[src/rtl/fifo_pkg.sv]
// fifo_pkg: shared constants and helpers for the single-clock FIFO family.
//   FIFO_MODE_REG / FIFO_MODE_FWFT : values for the FWFT read-mode parameter
//   fifo_ptr_width()               : pointer width (address bits plus wrap bit)
package fifo_pkg;

   localparam int FIFO_MODE_REG  = 32'd0;
   localparam int FIFO_MODE_FWFT = 32'd1;

   // Address bits for the storage plus one wrap bit that tells full from empty.
   function automatic int fifo_ptr_width(input int depth);
      return $clog2(depth) + 32'd1;
   endfunction

endpackage

[src/rtl/sync_fifo_mem.sv]
// sync_fifo_mem: DEPTH x DATA_WIDTH storage.
//   clk      : write clock
//   wr_en    : store wr_data at wr_addr on the rising edge
//   wr_addr  : write address
//   wr_data  : write word
//   rd_addr  : read address
//   rd_data  : word at rd_addr (asynchronous read)
// The contents are never reset. The parent FIFO decides when a word is valid.
module sync_fifo_mem #(
   parameter int DATA_WIDTH = 8,
   parameter int DEPTH      = 16,
   parameter int ADDR_WIDTH = $clog2(DEPTH)
) (
   input  logic                  clk,
   input  logic                  wr_en,
   input  logic [ADDR_WIDTH-1:0] wr_addr,
   input  logic [DATA_WIDTH-1:0] wr_data,
   input  logic [ADDR_WIDTH-1:0] rd_addr,
   output logic [DATA_WIDTH-1:0] rd_data
);

   logic [DATA_WIDTH-1:0] mem_r [DEPTH];

   // Synchronous write port.
   always_ff @(posedge clk) begin
      if (wr_en) begin
         mem_r[wr_addr] <= wr_data;
      end
   end

   assign rd_data = mem_r[rd_addr];

endmodule

[src/rtl/sync_fifo_cfg.sv]
// sync_fifo_cfg: single-clock parametrised FIFO with registered or
// first-word-fall-through read, occupancy count, almost-full/almost-empty
// thresholds, synchronous flush and sticky overflow/underflow flags.
//   CLK          : clock, all state updates on the rising edge
//   RST          : asynchronous active-low reset
//   clr          : synchronous flush (priority over W_inc/R_inc)
//   W_inc/W_data : write request and word
//   R_inc        : read/pop request
//   R_data       : read word; R_valid marks it as valid
//   full/empty   : occupancy extremes
//   almost_full  : count >= AF_LEVEL
//   almost_empty : count <= AE_LEVEL
//   count        : occupancy 0..DEPTH
//   overflow     : sticky, write attempted while full
//   underflow    : sticky, read attempted while empty
module sync_fifo_cfg
   import fifo_pkg::*;
#(
   parameter int DATA_WIDTH = 8,
   parameter int DEPTH      = 16,
   parameter int AF_LEVEL   = 12,
   parameter int AE_LEVEL   = 2,
   parameter int FWFT       = 0
) (
   input  logic                       CLK,
   input  logic                       RST,
   input  logic                       clr,
   input  logic                       W_inc,
   input  logic [DATA_WIDTH-1:0]      W_data,
   input  logic                       R_inc,
   output logic [DATA_WIDTH-1:0]      R_data,
   output logic                       R_valid,
   output logic                       full,
   output logic                       empty,
   output logic                       almost_full,
   output logic                       almost_empty,
   output logic [$clog2(DEPTH):0]     count,
   output logic                       overflow,
   output logic                       underflow
);

   localparam int ADDR_WIDTH = $clog2(DEPTH);
   localparam int PTR_WIDTH  = fifo_ptr_width(DEPTH);

   // Parameter sanity: stop elaboration on an impossible configuration.
   if ((DEPTH < 32'd2) || ((DEPTH & (DEPTH - 32'd1)) != 32'd0)) begin : g_bad_depth
      $fatal(1, "sync_fifo_cfg: DEPTH must be a power of two >= 2");
   end
   if ((AF_LEVEL < 32'd1) || (AF_LEVEL > DEPTH)) begin : g_bad_af
      $fatal(1, "sync_fifo_cfg: AF_LEVEL must be in 1..DEPTH");
   end
   if ((AE_LEVEL < 32'd0) || (AE_LEVEL >= AF_LEVEL)) begin : g_bad_ae
      $fatal(1, "sync_fifo_cfg: AE_LEVEL must be >= 0 and < AF_LEVEL");
   end
   if ((FWFT != FIFO_MODE_REG) && (FWFT != FIFO_MODE_FWFT)) begin : g_bad_mode
      $fatal(1, "sync_fifo_cfg: FWFT must be 0 or 1");
   end

   logic [PTR_WIDTH-1:0]  wr_ptr_r;
   logic [PTR_WIDTH-1:0]  rd_ptr_r;
   logic                  overflow_r;
   logic                  underflow_r;
   logic                  wr_en_s;
   logic                  rd_en_s;
   logic                  empty_s;
   logic                  full_s;
   logic [PTR_WIDTH-1:0]  count_s;
   logic [DATA_WIDTH-1:0] rd_word_s;

   // Status derived only from the registered pointers.
   assign empty_s = (wr_ptr_r == rd_ptr_r);
   assign full_s  = (wr_ptr_r[ADDR_WIDTH] != rd_ptr_r[ADDR_WIDTH]) &&
                    (wr_ptr_r[ADDR_WIDTH-1:0] == rd_ptr_r[ADDR_WIDTH-1:0]);
   assign count_s = wr_ptr_r - rd_ptr_r;

   assign empty        = empty_s;
   assign full         = full_s;
   assign count        = count_s;
   assign almost_full  = (count_s >= PTR_WIDTH'(AF_LEVEL));
   assign almost_empty = (count_s <= PTR_WIDTH'(AE_LEVEL));
   assign overflow     = overflow_r;
   assign underflow    = underflow_r;

   // Accept decisions use pre-edge flags, so a read does not make room for a
   // same-cycle write on a full FIFO (and vice versa when empty).
   always_comb begin
      wr_en_s = 1'b0;
      rd_en_s = 1'b0;
      if (clr) begin
         wr_en_s = 1'b0;
         rd_en_s = 1'b0;
      end else begin
         wr_en_s = W_inc & ~full_s;
         rd_en_s = R_inc & ~empty_s;
      end
   end

   // Read and write pointers, modulo 2*DEPTH through natural wrap.
   always_ff @(posedge CLK or negedge RST) begin
      if (!RST) begin
         wr_ptr_r <= '0;
         rd_ptr_r <= '0;
      end else if (clr) begin
         wr_ptr_r <= '0;
         rd_ptr_r <= '0;
      end else begin
         if (wr_en_s) begin
            wr_ptr_r <= wr_ptr_r + PTR_WIDTH'(1'b1);
         end
         if (rd_en_s) begin
            rd_ptr_r <= rd_ptr_r + PTR_WIDTH'(1'b1);
         end
      end
   end

   // Sticky error flags, cleared only by reset or flush.
   always_ff @(posedge CLK or negedge RST) begin
      if (!RST) begin
         overflow_r  <= 1'b0;
         underflow_r <= 1'b0;
      end else if (clr) begin
         overflow_r  <= 1'b0;
         underflow_r <= 1'b0;
      end else begin
         if (W_inc && full_s) begin
            overflow_r <= 1'b1;
         end
         if (R_inc && empty_s) begin
            underflow_r <= 1'b1;
         end
      end
   end

   sync_fifo_mem #(
      .DATA_WIDTH (DATA_WIDTH),
      .DEPTH      (DEPTH),
      .ADDR_WIDTH (ADDR_WIDTH)
   ) u_mem (
      .clk     (CLK),
      .wr_en   (wr_en_s),
      .wr_addr (wr_ptr_r[ADDR_WIDTH-1:0]),
      .wr_data (W_data),
      .rd_addr (rd_ptr_r[ADDR_WIDTH-1:0]),
      .rd_data (rd_word_s)
   );

   if (FWFT == FIFO_MODE_FWFT) begin : g_fwft
      // Head word is presented as soon as it is stored; R_inc acknowledges it.
      assign R_data  = empty_s ? '0 : rd_word_s;
      assign R_valid = ~empty_s;
   end else begin : g_reg
      logic [DATA_WIDTH-1:0] r_data_r;
      logic                  r_valid_r;

      // Registered read stage: one-cycle latency, data holds between reads.
      always_ff @(posedge CLK or negedge RST) begin
         if (!RST) begin
            r_data_r  <= '0;
            r_valid_r <= 1'b0;
         end else if (rd_en_s) begin
            r_data_r  <= rd_word_s;
            r_valid_r <= 1'b1;
         end else begin
            r_valid_r <= 1'b0;
         end
      end

      assign R_data  = r_data_r;
      assign R_valid = r_valid_r;
   end

endmodule
[config.mk]
export PLATFORM = sky130hd
export DESIGN_NAME = sync_fifo_cfg
export DESIGN_NICKNAME = d
export VERILOG_FILES = /design/src/rtl/fifo_pkg.sv /design/src/rtl/sync_fifo_mem.sv /design/src/rtl/sync_fifo_cfg.sv
export SDC_FILE = /design/constraint.sdc
export NUM_CORES = 1
export LEC_CHECK = 0
export BUFFER_PORTS_ARGS = -buffer_cell sky130_fd_sc_hd__buf_2
export CAP_MARGIN = 5
export CORE_MARGIN = 2
export CORE_UTILIZATION = 57
export CTS_BUF_LIST = sky130_fd_sc_hd__clkbuf_4
export DETAILED_ROUTE_END_ITERATION = 12
export PLACE_DENSITY = 0.89
export SLEW_MARGIN = 20
export SYNTH_ARGS = -nofsm -noshare
export SYNTH_HDL_FRONTEND = slang
export SYNTH_HIERARCHICAL = 1
export SYNTH_SLANG_ARGS = --single-unit
[constraint.sdc]
create_clock -name CLK -period 2.9 [get_ports CLK]
set_clock_uncertainty 0.05 [all_clocks]
set_input_delay 0.145 -clock CLK [delete_from_list [all_inputs] [get_ports CLK]]
set_output_delay 0.145 -clock CLK [all_outputs]
set_load 0.02 [all_outputs]
==> qor.yml, run 1 <==
grt:
  grt_overflow_total: 0
  track_usage_pct: 22.5
  grt_pass1_vias: 3401
  grt_max_degree: 36
  grt_pass1_wl_um: 18600
  antenna_found_initial: 0
hold_path:
  min_path_type: "primary input to async pin"
layout:
  fin_cells: 547
  nets: 418
  syn2layout_area_growth_pct: 13.3
  final_common_cell: "edfxtp_1"
  mostFrequentLayoutCells: "edfxtp_1 (128), buf_2 (32), nor2_1 (24), buf_4 (22)"
  diodes: 0
  design_area_um2: 6940
  drive_gt1_share_pct: 29.2
  num-fill-cells: 654
synth:
  yosys_warnings: 6
  syn_nets: 343
  synth_edf_count: 128
  synthCells: 323
  ys.flop_type: "edfxtp_1"
  async_reset_ff_share_pct: 14.1
  ys_seq_area_share_pct: 71.4
  ys_ff_latch: 149
  avgSynthCellArea_um2: 19.0
  synth_cell_type_count: 43
  synth.cell_area_um2: 6120
power:
  power_per_cell_area_nw_per_um2: 667
  ir_drop_uv: 310
  p_leak_nw: 2.46
drt:
  wl_per_cell_um: 22.0
  drtIter0Drc: 345
  drt_pass1_iterations: 5
  vias: 3343
  ant_nets: 0
  vias_per_cell: 6.11
  drc: 0
  routed_wl_um: 12000
critical_path:
  worstPathRequired_ps: 2710
  cpPeakStageDelay_ps: 470
  rr_endpoint: "u_mem/mem_r[0][7]"
  rrSetupSlack_ps: 300
  crit_type: "register to output port"
  crit_chain: "inv_1, ha_2, nor2b_1, a221oi_2, xnor2_1, a2111oi_2, buf_2"
  critPathArrivalTime_ps: 2530
  worst-r2r-cell-count: 8
  cp_max_fo: 9
  cp_slowest_cell: "dfrtp_2"
  rr_startpoint: "rd_ptr_r[3]"
  cp-start-kind: "register"
  cp-end-kind: "output port"
clock_network:
  tritoncts: "built"
  h-tree-depth: 4
  cts_root_buffer: "clkbuf_4"
  clk_pin_slew_ps: 120
  cts_buffers: 17
  cts_buffer_depth: 2
  insertion_delay_ps: 530
  cts_num_sinks: 149
die:
  chipHeight_um: 108
  fp-row-count: 37
  io_pins: 33
  core_um2: 10400
  initial_core_util_pct: 59.0
  dieArea_um2: 11600
  die_x_um: 108
sta:
  fin_crit_ps: 2720
  worst_slew_pin_slew_ps: 748
  slew_headroom_pct: 50.1
  clock.fmax_mhz: 367
  tns_ps: 0
  hold_viol: 0
  fin_ws_ps: 175
  finalMaxSlewViolations: 0
  grt_setup_unrepaired: "false"
  final-setup-viol-count: 0
  final.period_utilization_pct: 94.0
placed_design:
  place.gp.congestion: 0.819
  dpl_cell_area_um2: 6520
  numPortBuffers: 32
  dp_worst_setup_slack_ps: 241
  dp_hpwl_um: 7810
  dp.cells: 500
job:
  maxCapViolCount: 0
status:
  status: "completed"
[cell families after synthesis]
| family | after synthesis | synth area share, % |
|---|---|---|
| mux | 42 | 14.9 |
| compound gates | 35 | 3.88 |
| simple gates | 62 | 4.86 |
| fa+ha+maj | 7 | 1.55 |
| xor+xnor | 8 | 1.27 |
| buf+inv | 20 | 2.15 |
| flops | 149 | 71.4 |
[worst max-delay path: cells and delay by family (launching register included)]
family	cells	cell delay, ps
buf+inv	2	300
flops	1	470
fa+ha+maj	1	300
compound gates	2	610
xor+xnor	1	160
simple gates	1	160
[synthesized netlist by cell type (3+ instances only)]
cell type          n  share of area, %
edfxtp_1         128                63
nor2_1            24               1.5
dfrtp_1           21               8.6
mux4_2            18               6.6
a22oi_1           16               2.0
mux4_1            14               6.0
nand2_1           13              0.80
a21oi_1            8              0.65
inv_1              8              0.49
mux2_4             8               2.0
ha_1               6               1.2
xnor2_1            5              0.72
buf_6              4              0.74
nor3_1             4              0.33
o21ai_0            4              0.33
buf_2              3              0.25
clkdlybuf4s25_2    3              0.49
nand2b_1           3              0.31
[power breakdown]
part / internal [mW] / total (mW) / switching (mW)
clock: 0.498 / 1.18 / 0.687
sequential: 2.41 / 2.46 / 0.0513
combinational: 0.456 / 0.981 / 0.525
[worst max path at each step]
stage | startpoint | end | slack [ps] | cells past startpoint
2_1_floorplan | wr_ptr_r[0] | u_mem/mem_r[1][0] | 150 | 7
3_3_place_gp | wr_ptr_r[0] | u_mem/mem_r[0][2] | 410 | 8
3_5_place_dp | wr_ptr_r[0] | u_mem/mem_r[0][2] | 240 | 8
4_1_cts | wr_ptr_r[2] | almost_empty | 20 | 6
5_1_grt | rd_ptr_r[2] | almost_empty | 30 | 7
6_report | rd_ptr_r[2] | almost_empty | 180 | 7
[per-stage QoR]
| step | hold slack (ps) | total power [mW] | util (%) |
|---|---|---|---|
| after floorplan | -201 | 3.19 | - |
| after global placement | 74.8 | 3.41 | 62.8 |
| after detailed placement | 89.0 | 3.46 | 62.8 |
| after CTS | 30.6 | 4.63 | 66.7 |
| after global routing | 65.4 | 4.80 | 66.9 |
| final | 46.2 | 4.63 | 66.9 |
[repair_timing]
| action | in CTS | in global routing |
|---|---|---|
| setup endpoints to repair | 1 | 1 |
| pin swaps | 0 | 1 |
| gates resized for setup | 3 | 6 |
| hold endpoints to repair | 161 | 0 |
| hold buffers | 14 | 0 |
| setup buffers | 1 | 0 |
[layer usage]
| metal | track usage (%) | vias to the layer above | share of wire, % |
|---|---|---|---|
| met5 | 0 | - | 0 |
| met4 | 8.42 | 0 | 1.8 |
| met3 | 5.69 | 27 | 6.5 |
| met2 | 36.6 | 155 | 51 |
| met1 | 29.6 | 1705 | 40 |
| li1 | - | 1456 | - |
[flip-flops by register name, indices dropped and copies added (netlist names)]
name and count:
R_data 8, R_valid 1, overflow 1, rd_ptr_r 5, u_mem/mem_r 128, underflow 1, wr_ptr_r 5
[area by class of cell]
| type | instances | area, µm² | share of cell area [%] |
|---|---|---|---|
| flip-flops and latches | 149 | 4380 | 63.1 |
| multi-input cells | 154 | 1650 | 23.7 |
| repair buffers | 68 | 465 | 6.71 |
| well taps | 136 | 170 | 2.45 |
| clock buffers | 18 | 135 | 1.95 |
| clock inverters | 14 | 116 | 1.68 |
| inverters | 8 | 30.0 | 0.433 |
Power figures use the tool's default switching activity.
==> inputs of run 2 (changes only) <==
--- a/config.mk
+++ b/config.mk
@@ -7,6 +7,7 @@
 export LEC_CHECK = 0
 export BUFFER_PORTS_ARGS = -buffer_cell sky130_fd_sc_hd__buf_2
 export CAP_MARGIN = 5
+export CORE_ASPECT_RATIO = 1.5
 export CORE_MARGIN = 2
 export CORE_UTILIZATION = 57
 export CTS_BUF_LIST = sky130_fd_sc_hd__clkbuf_4
==> constraint.sdc (replaced) <==
create_clock -name CLK -period 2.3 [get_ports CLK]
set_clock_uncertainty 0.05 [all_clocks]
set_input_delay 0.115 -clock CLK [delete_from_list [all_inputs] [get_ports CLK]]
set_output_delay 0.115 -clock CLK [all_outputs]
set_load 0.02 [all_outputs]
==> qor.yml, run 2 (synthesis results as in run 1) <==
clock_network:
  cts_num_sinks: 149
  cts_buffers: 17
  clk_pin_slew_ps: 140
  tritoncts: "built"
  cts_root_buffer: "clkbuf_4"
  insertion_delay_ps: 540
  cts_buffer_depth: 2
  h-tree-depth: 4
power:
  p_leak_nw: 2.71
  power_switching_mw: 1.83
  power.total_mw: 6.42
  p_int_mw: 4.59
  power_frac_comb_pct: 24.4
  power_per_cell_area_nw_per_um2: 855
  ir_drop_uv: 425
  switching_share_pct: 28.4
  p_clk_share_pct: 27.2
  sequentialPowerShare_pct: 48.4
sta:
  grt_setup_unrepaired: "true"
  finalMaxSlewViolations: 0
  fin_ws_ps: -313
  worst_slew_pin_slew_ps: 983
  final.period_utilization_pct: 114
  fin_crit_ps: 2610
  slew_headroom_pct: 34.2
  final-setup-viol-count: 40
  clock.fmax_mhz: 383
  hold_viol: 0
drt:
  drtIter0Drc: 274
  routed_wl_um: 13800
  vias: 3507
  drt_pass1_iterations: 5
  wl_per_cell_um: 23.7
  vias_per_cell: 6.05
  ant_nets: 0
  drc: 0
placed_design:
  place.gp.congestion: 0.830
  numPortBuffers: 32
  dp_hpwl_um: 8410
grt:
  grt_overflow_total: 0
  grt_pass1_wl_um: 19600
  antenna_found_initial: 1
  track_usage_pct: 24.3
  grt_max_degree: 36
  grt_pass1_vias: 3572
die:
  initial_core_util_pct: 58.1
  dieArea_um2: 11600
  fp-row-count: 46
  die_x_um: 88.6
  core_um2: 10500
  io_pins: 33
  chipHeight_um: 131
layout:
  num-fill-cells: 602
  final_common_cell: "edfxtp_1"
  drive_gt1_share_pct: 39.5
  fin_util_pct: 71.3
  regMostFlops: "u_mem/mem_r"
  syn2layout_area_growth_pct: 22.6
  mostFrequentLayoutCells: "edfxtp_1 (128), buf_4 (35), buf_2 (26), nor2_1 (19), mux4_2 (18)"
  nets: 442
  largest_reg_flops: 128
critical_path:
  cp_slowest_cell: "dfrtp_2"
  crit_chain: "inv_2, ha_4, fa_2, nand2b_4, a21oi_4, xnor2_2, buf_4, a21o_1, buf_6"
  crit_start: "wr_ptr_r[0]"
  crit_type: "register to output port"
  cpPeakStageDelay_ps: 400
  cp_max_fo: 2
  worstPathRequired_ps: 2130
  cp-end-kind: "output port"
  critical-path-top-delay-family: "adder cells"
  rr_startpoint: "wr_ptr_r[2]"
  cp-start-kind: "register"
  critPathBufInv: 3
  critPathArrivalTime_ps: 2450
status:
  status: "finished, violations left"
  violations: "negative setup slack"
hold_path:
  worstHoldStart: "W_data[1]"
  min_path_type: "primary input to register"
job:
  maxCapViolCount: 0
[run 2: cell types whose count changed in the layout (fill, tap and decap cells not counted), sizes merged]
cell / previous run / this run
buf: 54 / 77
bufinv: 2 / 3
clkbuf: 18 / 17
clkinv: 10 / 4
clkinvlp: 1 / 0
diode: 0 / 1
dlygate4sd3: 14 / 15
inv: 9 / 16
[run 2: per-stage QoR]
| stage | setup WS (ps) | TNS (ps) | instances | hold WS [ps] | cell area, µm² |
|---|---|---|---|---|---|
| after global placement | 101 | 0 | 522 | 44.5 | 6780 |
| after global routing | -353 | -11070 | 580 | 408 | 7510 |
| after detailed placement | 51.4 | 0 | 522 | 44.9 | 6780 |
| after floorplan | -89.4 | -1530 | 323 | -231 | 6240 |
| after CTS | -293 | -789 | 577 | 413 | 7410 |
| final | -313 | -5230 | 580 | 434 | 7510 |
[run 2: path summary, 6_finish.rpt]
check                      cells past startpoint                 end  slack, ps
setup / recovery                               9         almost_full       -310
hold / removal                                 2  u_mem/mem_r[13][1]        430
setup reg to reg                               8   u_mem/mem_r[0][6]       -170
hold reg to reg                                1           R_data[6]        470
max in group asynchronous                      3         wr_ptr_r[1]        740
min in group asynchronous                      3           R_data[7]        800
[run 2: power by group through the flow]
stage	clock network, mW	logic (mW)	registers [mW]
5_1_grt	1.89	1.64	3.11
3_5_place_dp	0	1.31	3.16
3_3_place_gp	0	1.27	3.16
4_1_cts	1.77	1.47	3.10
6_report	1.74	1.57	3.10
2_1_floorplan	0	0.812	3.26
[run 2: layer usage]
layer	GRT usage [%]	wire, µm	vias up
met5	0	0	-
met4	10.9	555	0
met3	5.46	598	41
met2	44.0	7630	149
met1	26.6	4980	1806
li1	-	-	1511
[run 2: repair_timing]
action / 4_1_cts / 5_1_grt
setup buffers: 8 / 2
endpoints found under the setup margin: 6 / 41
pin swaps: 10 / 7
gates resized for setup: 24 / 18
hold buffers: 15 / 0
endpoints found under the hold margin: 161 / 0
gates cloned: 0 / 0
[run 2: area by class of cell]
class	count	area, µm²	share of cell area [%]
Antenna cell	1	2.50	0.0333
Clock buffer	17	128	1.70
Clock inverter	15	189	2.52
Inverter	8	30.0	0.400
Multi-Input combinational cell	154	1840	24.6
Sequential cell	149	4370	58.3
Tap cell	144	180	2.40
Timing Repair Buffer	92	761	10.1
[run 2: worst reg2reg max path, cell delays in order (launching register included)]
cell     delay (ps)
dfrtp_1         490
ha_4            280
buf_6           150
nand4_1         140
o21ai_2         100
nor2_2          170
or3b_4          480
nor3_4          180
buf_12          160
